===== config.mk =====
export PLATFORM = sky130hd
export DESIGN_NAME = esp32_prog_sequencer
export DESIGN_NICKNAME = d
export VERILOG_FILES = /design/src/rtl/esp32_prog_sequencer.sv
export SDC_FILE = /design/constraint.sdc
export NUM_CORES = 1
export LEC_CHECK = 0
export BUFFER_PORTS_ARGS = -buffer_cell sky130_fd_sc_hd__buf_2
export CORE_UTILIZATION = 61
export CTS_CLUSTER_DIAMETER = 30
export DETAILED_ROUTE_END_ITERATION = 16
export PLACE_DENSITY = 0.93
export REMOVE_ABC_BUFFERS = 1
export SKIP_LAST_GASP = 1
export SLEW_MARGIN = 20
export SYNTH_ARGS = -nofsm -noshare
export SYNTH_HDL_FRONTEND = slang
export SYNTH_SLANG_ARGS = --single-unit

===== constraint.sdc =====
create_clock -name clk_25MHz -period 3.54 [get_ports clk_25MHz]
set_input_delay 0.708 -clock clk_25MHz [delete_from_list [all_inputs] [get_ports clk_25MHz]]
set_output_delay 0.708 -clock clk_25MHz [all_outputs]
set_load 0.02 [all_outputs]

===== src/rtl/esp32_prog_sequencer.sv =====
// esp32_prog_sequencer
//   Sits between the FTDI modem-control lines and the ESP32 strap/enable pins.
//   The synchronized and glitch-filtered DTR/RTS pair is decoded into EN/GPIO0.
//   Each 11->10 auto-reset event opens a re-triggerable release window that
//   holds the boot strap. Between sequences the button word is shifted out on
//   the shared SPI MISO line.
//
// Parameters
//   C_RELEASE_BITS  release window length is 2^C_RELEASE_BITS cycles
//   C_FILTER        cycles (>=1) a synchronized DTR/RTS pair must be stable
//   C_BTN_WIDTH     width (>=2) of the button word
//
// Ports
//   clk_25MHz    in   sole clock
//   reset        in   synchronous, active-high
//   ftdi_ndtr    in   FTDI DTR (asynchronous)
//   ftdi_nrts    in   FTDI RTS (asynchronous)
//   mode         in   00 auto, 01 force run, 10 force flash, 11 hold in reset
//   btn_hold_n   in   low forces wifi_gpio0 low (except mode 11)
//   buttons      in   debounced button levels
//   spi_csn      in   OLED chip select from ESP32 (asynchronous)
//   spi_sclk     in   SPI clock from ESP32 (asynchronous)
//   wifi_en      out  ESP32 EN
//   wifi_gpio0   out  ESP32 GPIO0 strap
//   spi_miso     out  MISO data / GPIO2 strap value
//   spi_miso_oe  out  tristate enable for spi_miso
//   prog_active  out  release window active
//   prog_count   out  saturating count of auto-reset entries
module esp32_prog_sequencer #(
  parameter int C_RELEASE_BITS = 17,
  parameter int C_FILTER       = 4,
  parameter int C_BTN_WIDTH    = 8
) (
  input  logic                   clk_25MHz,
  input  logic                   reset,
  input  logic                   ftdi_ndtr,
  input  logic                   ftdi_nrts,
  input  logic [1:0]             mode,
  input  logic                   btn_hold_n,
  input  logic [C_BTN_WIDTH-1:0] buttons,
  input  logic                   spi_csn,
  input  logic                   spi_sclk,
  output logic                   wifi_en,
  output logic                   wifi_gpio0,
  output logic                   spi_miso,
  output logic                   spi_miso_oe,
  output logic                   prog_active,
  output logic [7:0]             prog_count
);

  localparam int FW = $clog2(C_FILTER + 1);

  typedef enum logic {S_IDLE, S_HOLD} state_t;

  // synchronizers
  logic [1:0] r_dtr_s, r_rts_s, r_csn_s, r_sclk_s;
  logic       r_sclk_d;

  // filter
  logic [1:0]    r_pair_last, r_filt;
  logic [FW-1:0] r_stab;
  logic          r_trig;

  // FSM and outputs
  state_t                    r_state;
  logic [C_RELEASE_BITS-1:0] r_rel;
  logic [7:0]                r_count;
  logic                      r_en, r_io0, r_miso, r_oe, r_active;
  logic [C_BTN_WIDTH-1:0]    r_shreg;
  logic                      r_spi_blk;

  logic [1:0]                w_pair;
  logic                      w_chg, w_accept;
  logic [FW-1:0]             w_stab;
  state_t                    w_state_nxt;
  logic [C_RELEASE_BITS-1:0] w_rel_nxt;
  logic                      w_entry, w_active_nxt;
  logic                      w_en_nxt, w_io0_nxt;
  logic                      w_csn, w_rise, w_blk_nxt;
  logic [C_BTN_WIDTH-1:0]    w_shreg_nxt;
  logic                      w_miso_nxt, w_oe_nxt;

  assign w_pair = {r_dtr_s[1], r_rts_s[1]};
  assign w_csn  = r_csn_s[1];
  assign w_rise = r_sclk_s[1] & ~r_sclk_d;

  // w_stab counts the cycles the synchronized pair has held its current value,
  // including this one, so the accept lands C_FILTER cycles after it arrives.
  always_comb begin
    w_chg = (w_pair != r_pair_last);
    if (w_chg)
      w_stab = FW'(1);
    else if (r_stab == FW'(C_FILTER))
      w_stab = r_stab;
    else
      w_stab = r_stab + FW'(1);
    w_accept = (w_stab >= FW'(C_FILTER));
  end

  always_comb begin
    w_state_nxt = r_state;
    w_rel_nxt   = r_rel;
    w_entry     = 1'b0;
    if (mode != 2'b00) begin
      w_state_nxt = S_IDLE;
      w_rel_nxt   = '0;
    end else if (r_trig) begin
      // entry or re-trigger: restart the window
      w_state_nxt = S_HOLD;
      w_rel_nxt   = '0;
      w_entry     = 1'b1;
    end else if (r_state == S_HOLD) begin
      if (r_rel == {C_RELEASE_BITS{1'b1}}) begin
        w_state_nxt = S_IDLE;
        w_rel_nxt   = '0;
      end else begin
        w_rel_nxt = r_rel + C_RELEASE_BITS'(1);
      end
    end
    w_active_nxt = (w_state_nxt == S_HOLD);
  end

  always_comb begin
    unique case (mode)
      2'b00: begin
        unique case (r_filt)
          2'b10:   begin w_en_nxt = 1'b0; w_io0_nxt = 1'b1; end
          2'b01:   begin w_en_nxt = 1'b1; w_io0_nxt = 1'b0; end
          default: begin w_en_nxt = 1'b1; w_io0_nxt = 1'b1; end
        endcase
      end
      2'b01:   begin w_en_nxt = 1'b1; w_io0_nxt = 1'b1; end
      2'b10:   begin w_en_nxt = 1'b1; w_io0_nxt = 1'b0; end
      default: begin w_en_nxt = 1'b0; w_io0_nxt = 1'b1; end
    endcase
    if (mode != 2'b11)
      w_io0_nxt = w_io0_nxt & btn_hold_n;
  end

  // A window that opens while csn is low locks out shifting until csn has
  // gone high, so a half-shifted word is never resumed.
  always_comb begin
    w_blk_nxt = ~w_csn & (r_spi_blk | w_active_nxt);
    if (w_csn)
      w_shreg_nxt = buttons;
    else if (w_rise && !w_blk_nxt)
      w_shreg_nxt = {r_shreg[C_BTN_WIDTH-2:0], r_shreg[C_BTN_WIDTH-1]};
    else
      w_shreg_nxt = r_shreg;

    w_oe_nxt   = 1'b0;
    w_miso_nxt = 1'b0;
    if (w_active_nxt) begin
      w_oe_nxt   = 1'b1;
      w_miso_nxt = w_io0_nxt;
    end else if (!w_csn) begin
      w_oe_nxt   = 1'b1;
      w_miso_nxt = w_shreg_nxt[C_BTN_WIDTH-1];
    end
  end

  always_ff @(posedge clk_25MHz) begin
    if (reset) begin
      r_dtr_s     <= 2'b11;
      r_rts_s     <= 2'b11;
      r_csn_s     <= 2'b11;
      r_sclk_s    <= 2'b00;
      r_sclk_d    <= 1'b0;
      r_pair_last <= 2'b11;
      r_filt      <= 2'b11;
      r_stab      <= '0;
      r_trig      <= 1'b0;
      r_state     <= S_IDLE;
      r_rel       <= '0;
      r_count     <= 8'd0;
      r_en        <= 1'b1;
      r_io0       <= 1'b1;
      r_miso      <= 1'b0;
      r_oe        <= 1'b0;
      r_active    <= 1'b0;
      r_shreg     <= '0;
      r_spi_blk   <= 1'b0;
    end else begin
      r_dtr_s     <= {r_dtr_s[0], ftdi_ndtr};
      r_rts_s     <= {r_rts_s[0], ftdi_nrts};
      r_csn_s     <= {r_csn_s[0], spi_csn};
      r_sclk_s    <= {r_sclk_s[0], spi_sclk};
      r_sclk_d    <= r_sclk_s[1];
      r_pair_last <= w_pair;
      r_stab      <= w_stab;
      if (w_accept)
        r_filt <= w_pair;
      r_trig      <= w_accept && (r_filt == 2'b11) && (w_pair == 2'b10);
      r_state     <= w_state_nxt;
      r_rel       <= w_rel_nxt;
      if (w_entry && r_count != 8'hFF)
        r_count <= r_count + 8'd1;
      r_en        <= w_en_nxt;
      r_io0       <= w_io0_nxt;
      r_active    <= w_active_nxt;
      r_miso      <= w_miso_nxt;
      r_oe        <= w_oe_nxt;
      r_shreg     <= w_shreg_nxt;
      r_spi_blk   <= w_blk_nxt;
    end
  end

  assign wifi_en     = r_en;
  assign wifi_gpio0  = r_io0;
  assign spi_miso    = r_miso;
  assign spi_miso_oe = r_oe;
  assign prog_active = r_active;
  assign prog_count  = r_count;

endmodule


==> impl_results.md <==
- Crit path largest cell delay: 0.58 ns
- Reg2Reg Depth: 8
- Crit path cell chain: nand4_2 > nor3_1 > and2_1 > ha_1 > nor2b_1 > o31ai_1 > nand2_1 > a221o_1
- Share of layout cells above drive strength 1: 0.175
- GRT Overall Usage: 0.243
- Top_reg_cell synth: dfxtp_1
- Post-Synth Adder-Cell Area: 0.0407
- Cts repair resizes: 0
- Dpl cell area: roughly 2600 µm²
- Worst Max-Slew Pin Slew: ~0.67 ns
- Routed len/inst: approximately 13 µm
- Crit. End Element: flop
- Post-synthesis xor/xnor area fraction: 0.0606
- Cell with the most instances after synthesis: dfxtp_1
- Final hold violations: 0
- Setup TNS: 0 ns
- Area grow syn2layout: 10.4%
- Status: finished clean
- Crit path DAT: about 2.9 ns
- Post-CTS setup buffer count: 0
- MaxCap Viol Count: 0
- WP data required: 3.74 ns
- Clock Sinks: 56
- Placed Instances: 337
- Post-route cell area: 2720 µm²
- Synth warn: 0
- Leakage: 1.06 nW
- Relative slew slack: 0.547
- Instance count of the mapped netlist: 271
- Final-report setup violation count: 0
- Final Routed Wirelength: 4660 µm
- Max frequency: 374 MHz
- Mean Syn Cell Area: 9.07 µm²
- Final hold slack: 0.428 ns
- Starting Density: 0.652
- R2r startpoint: r_rel[4]
- PD cells: 399 nW/µm²
- Mapped Area: 2460 µm²
- Nets: 321
- Synth Area in Compound Gates: 0.136
- CTS tree: built
- Slew Viols, Final: 0
- Final Skew: 0.00667 ns
- Diodes inserted: 0
- Largest family of logic cells by synthesized area: simple AND/OR/NAND/NOR gates
- Yosys cell types: 47
- Reg clk slew, reported paths: 0.10 ns
- Worst setup SP type: flop
- Vias/cell: 5.74
- IO Pins: 30
- Die Y-Extent: 65.5 µm
- Synth Area in Simple Gates: 0.254
- Initial DRC Count: 90
- R2r endpoint: r_shreg[7]
- Vias post-DR: around 2000
- DPL Wire Length: 3210 µm
- Crit share post-route: 0.755
- Clk_lat worst skew: 0.31 ns
- Core area: 3770 µm²
- #FFs+latches synth: 56
- Largest net degree at the start of global routing: 40
- Root Driver: clkbuf_8
- Post-synth top cells: dfxtp_1 (56), nor2_1 (36), inv_1 (12), nand3_1 (12), xor2_1 (12)
- FP Rows: 22
- Setup ws final: 0.867 ns
- Total gr overflow: 0
- CTS Hold Buffers Added: 0
- Initial DRT Pass Iterations: 4
- Cts bufs inserted: 5
- RSZ-0062 raised after global routing: false
- Min-delay worst type: flop to flop
- H-tree depth: 2
- Clock period minus worst slack: 2.67 ns
- Multiplexer area fraction after synthesis: 0.0168
- Hold_sp: r_rts_s[0]
- EDFF count, synth: 0
- Antenna violations before repair: 0
- Die Area: 4290 µm²
- Flop-to-flop setup slack: 0.87 ns
- Setup WS pre-CTS: 0.962 ns
- DRC violation count after routing: 0
- Ys async rst share: 0
- Fin cells: 345
- Clock Path Buffers: 2
- Worst vdd ir: ~0.26 mV
- Worst Hold End: r_rts_s[1]
- Final RePlAce weighted congestion: 0.792
- Post-route ant nets: 0
- First-pass GRT wire length: 8140 µm
- Critical path fanouts, max: 6
- Hold path depth: 1
- Vias in the first global route: 1843
- Die Wd: 65.5 µm
- Worst setup path class: flop to flop
- Register area share after synthesis: 0.456
- Port bufs: 29
- Leading area contributor after synthesis: dfxtp_1
- Slowest CP cell: o31ai_1
- Ranking of synthesized cells by area: dfxtp_1 (46%), nor2_1 (5.5%), xor2_1 (4.3%)
- Top cell type's share of synthesized area: 0.456
-- worst max-delay path, delay by kind of cell, from the launching register on --
family,cells,cell delay [ns]
AND/OR/NAND/NOR,5,0.97
AO/OA/AOI/OAI,2,0.92
flip-flops,1,0.45
adder cells (fa/ha/maj),1,0.23
-- worst max path at each step --
stage,slack [ns],endpoint,startpoint,cells past startpoint
after floorplan,1.31,r_shreg[7],r_rel[3],8
after detailed placement,0.96,spi_miso,r_rel[4],8
after CTS,0.90,spi_miso,r_rel[4],8
after global routing,0.62,spi_miso,r_rel[4],8
final,0.87,r_shreg[7],r_rel[4],8
after global placement,1.06,spi_miso,mode[0],7
-- cell type report --
cell class / count / area, µm²
fill: 291 / 1060
sequential: 56 / 1120
clock inverter: 3 / 23.8
timing repair buffer: 29 / 145
multi-input combinational: 192 / 1250
tap: 48 / 60.1
inverter: 12 / 45.0
clock buffer: 5 / 68.8
-- metrics by stage --
stage | util | total power [mW]
floorplan | - | 0.716
global placement | 0.695 | 0.741
detailed placement | 0.695 | 0.745
CTS | 0.720 | 1.09
global route | 0.720 | 1.13
finish | 0.720 | 1.08
-- cells in the final DEF, fill, tap and decap left out, types with 5 or more instances in the layout --
| master | instances |
|---|---|
| nand4_1 | 8 |
| nand3_1 | 12 |
| nor2b_1 | 11 |
| o21ai_0 | 9 |
| buf_2 | 29 |
| a311oi_1 | 7 |
| dfxtp_1 | 56 |
| nor3_1 | 5 |
| ha_1 | 8 |
| a21oi_1 | 10 |
| or2_2 | 9 |
| xor2_1 | 12 |
| nand2_1 | 7 |
| xnor2_1 | 5 |
| clkbuf_8 | 5 |
| inv_1 | 12 |
| nand2b_1 | 5 |
| nor2_1 | 36 |
-- cells by family (layout without fill, tap and decap cells) --
group,after synthesis,after routing
DFF,56,56
xor gates and xnor gates,17,17
adders and majority gates,8,8
and+or+nand+nor,115,115
buffers and inverters,23,49
AOI/OAI and AO/OA,48,48
muxes,4,4
-- registers in the layout, indices dropped and copies added, names as in the netlist --
| name | count |
|---|---|
| r_stab | 3 |
| prog_count | 8 |
| prog_active | 1 |
| wifi_en | 1 |
| r_rts_s | 2 |
| r_rel | 17 |
| r_filt | 2 |
| r_pair_last | 2 |
| r_sclk_s | 2 |
| spi_miso | 1 |
| r_dtr_s | 2 |
| r_sclk_d | 1 |
| wifi_gpio0 | 1 |
| r_shreg | 8 |
| r_csn_s | 2 |
| spi_miso_oe | 1 |
| r_spi_blk | 1 |
| r_trig | 1 |
-- metal layers --
metal  global-route usage  wire length (µm)  share of wire
met4               0.0897                62          0.013
met3               0.0590               146          0.031
met2                0.405              2240           0.48
met1                0.304              2200           0.47
met5                    0                 0              0
-- power breakdown --
group          leakage (nW)  switching [mW]  total (mW)  internal [mW]
clock                0.0404           0.210       0.350          0.140
combinational         0.561          0.0405      0.0733         0.0328
sequential            0.457          0.0104       0.658          0.648
Power figures use the tool's default switching activity.
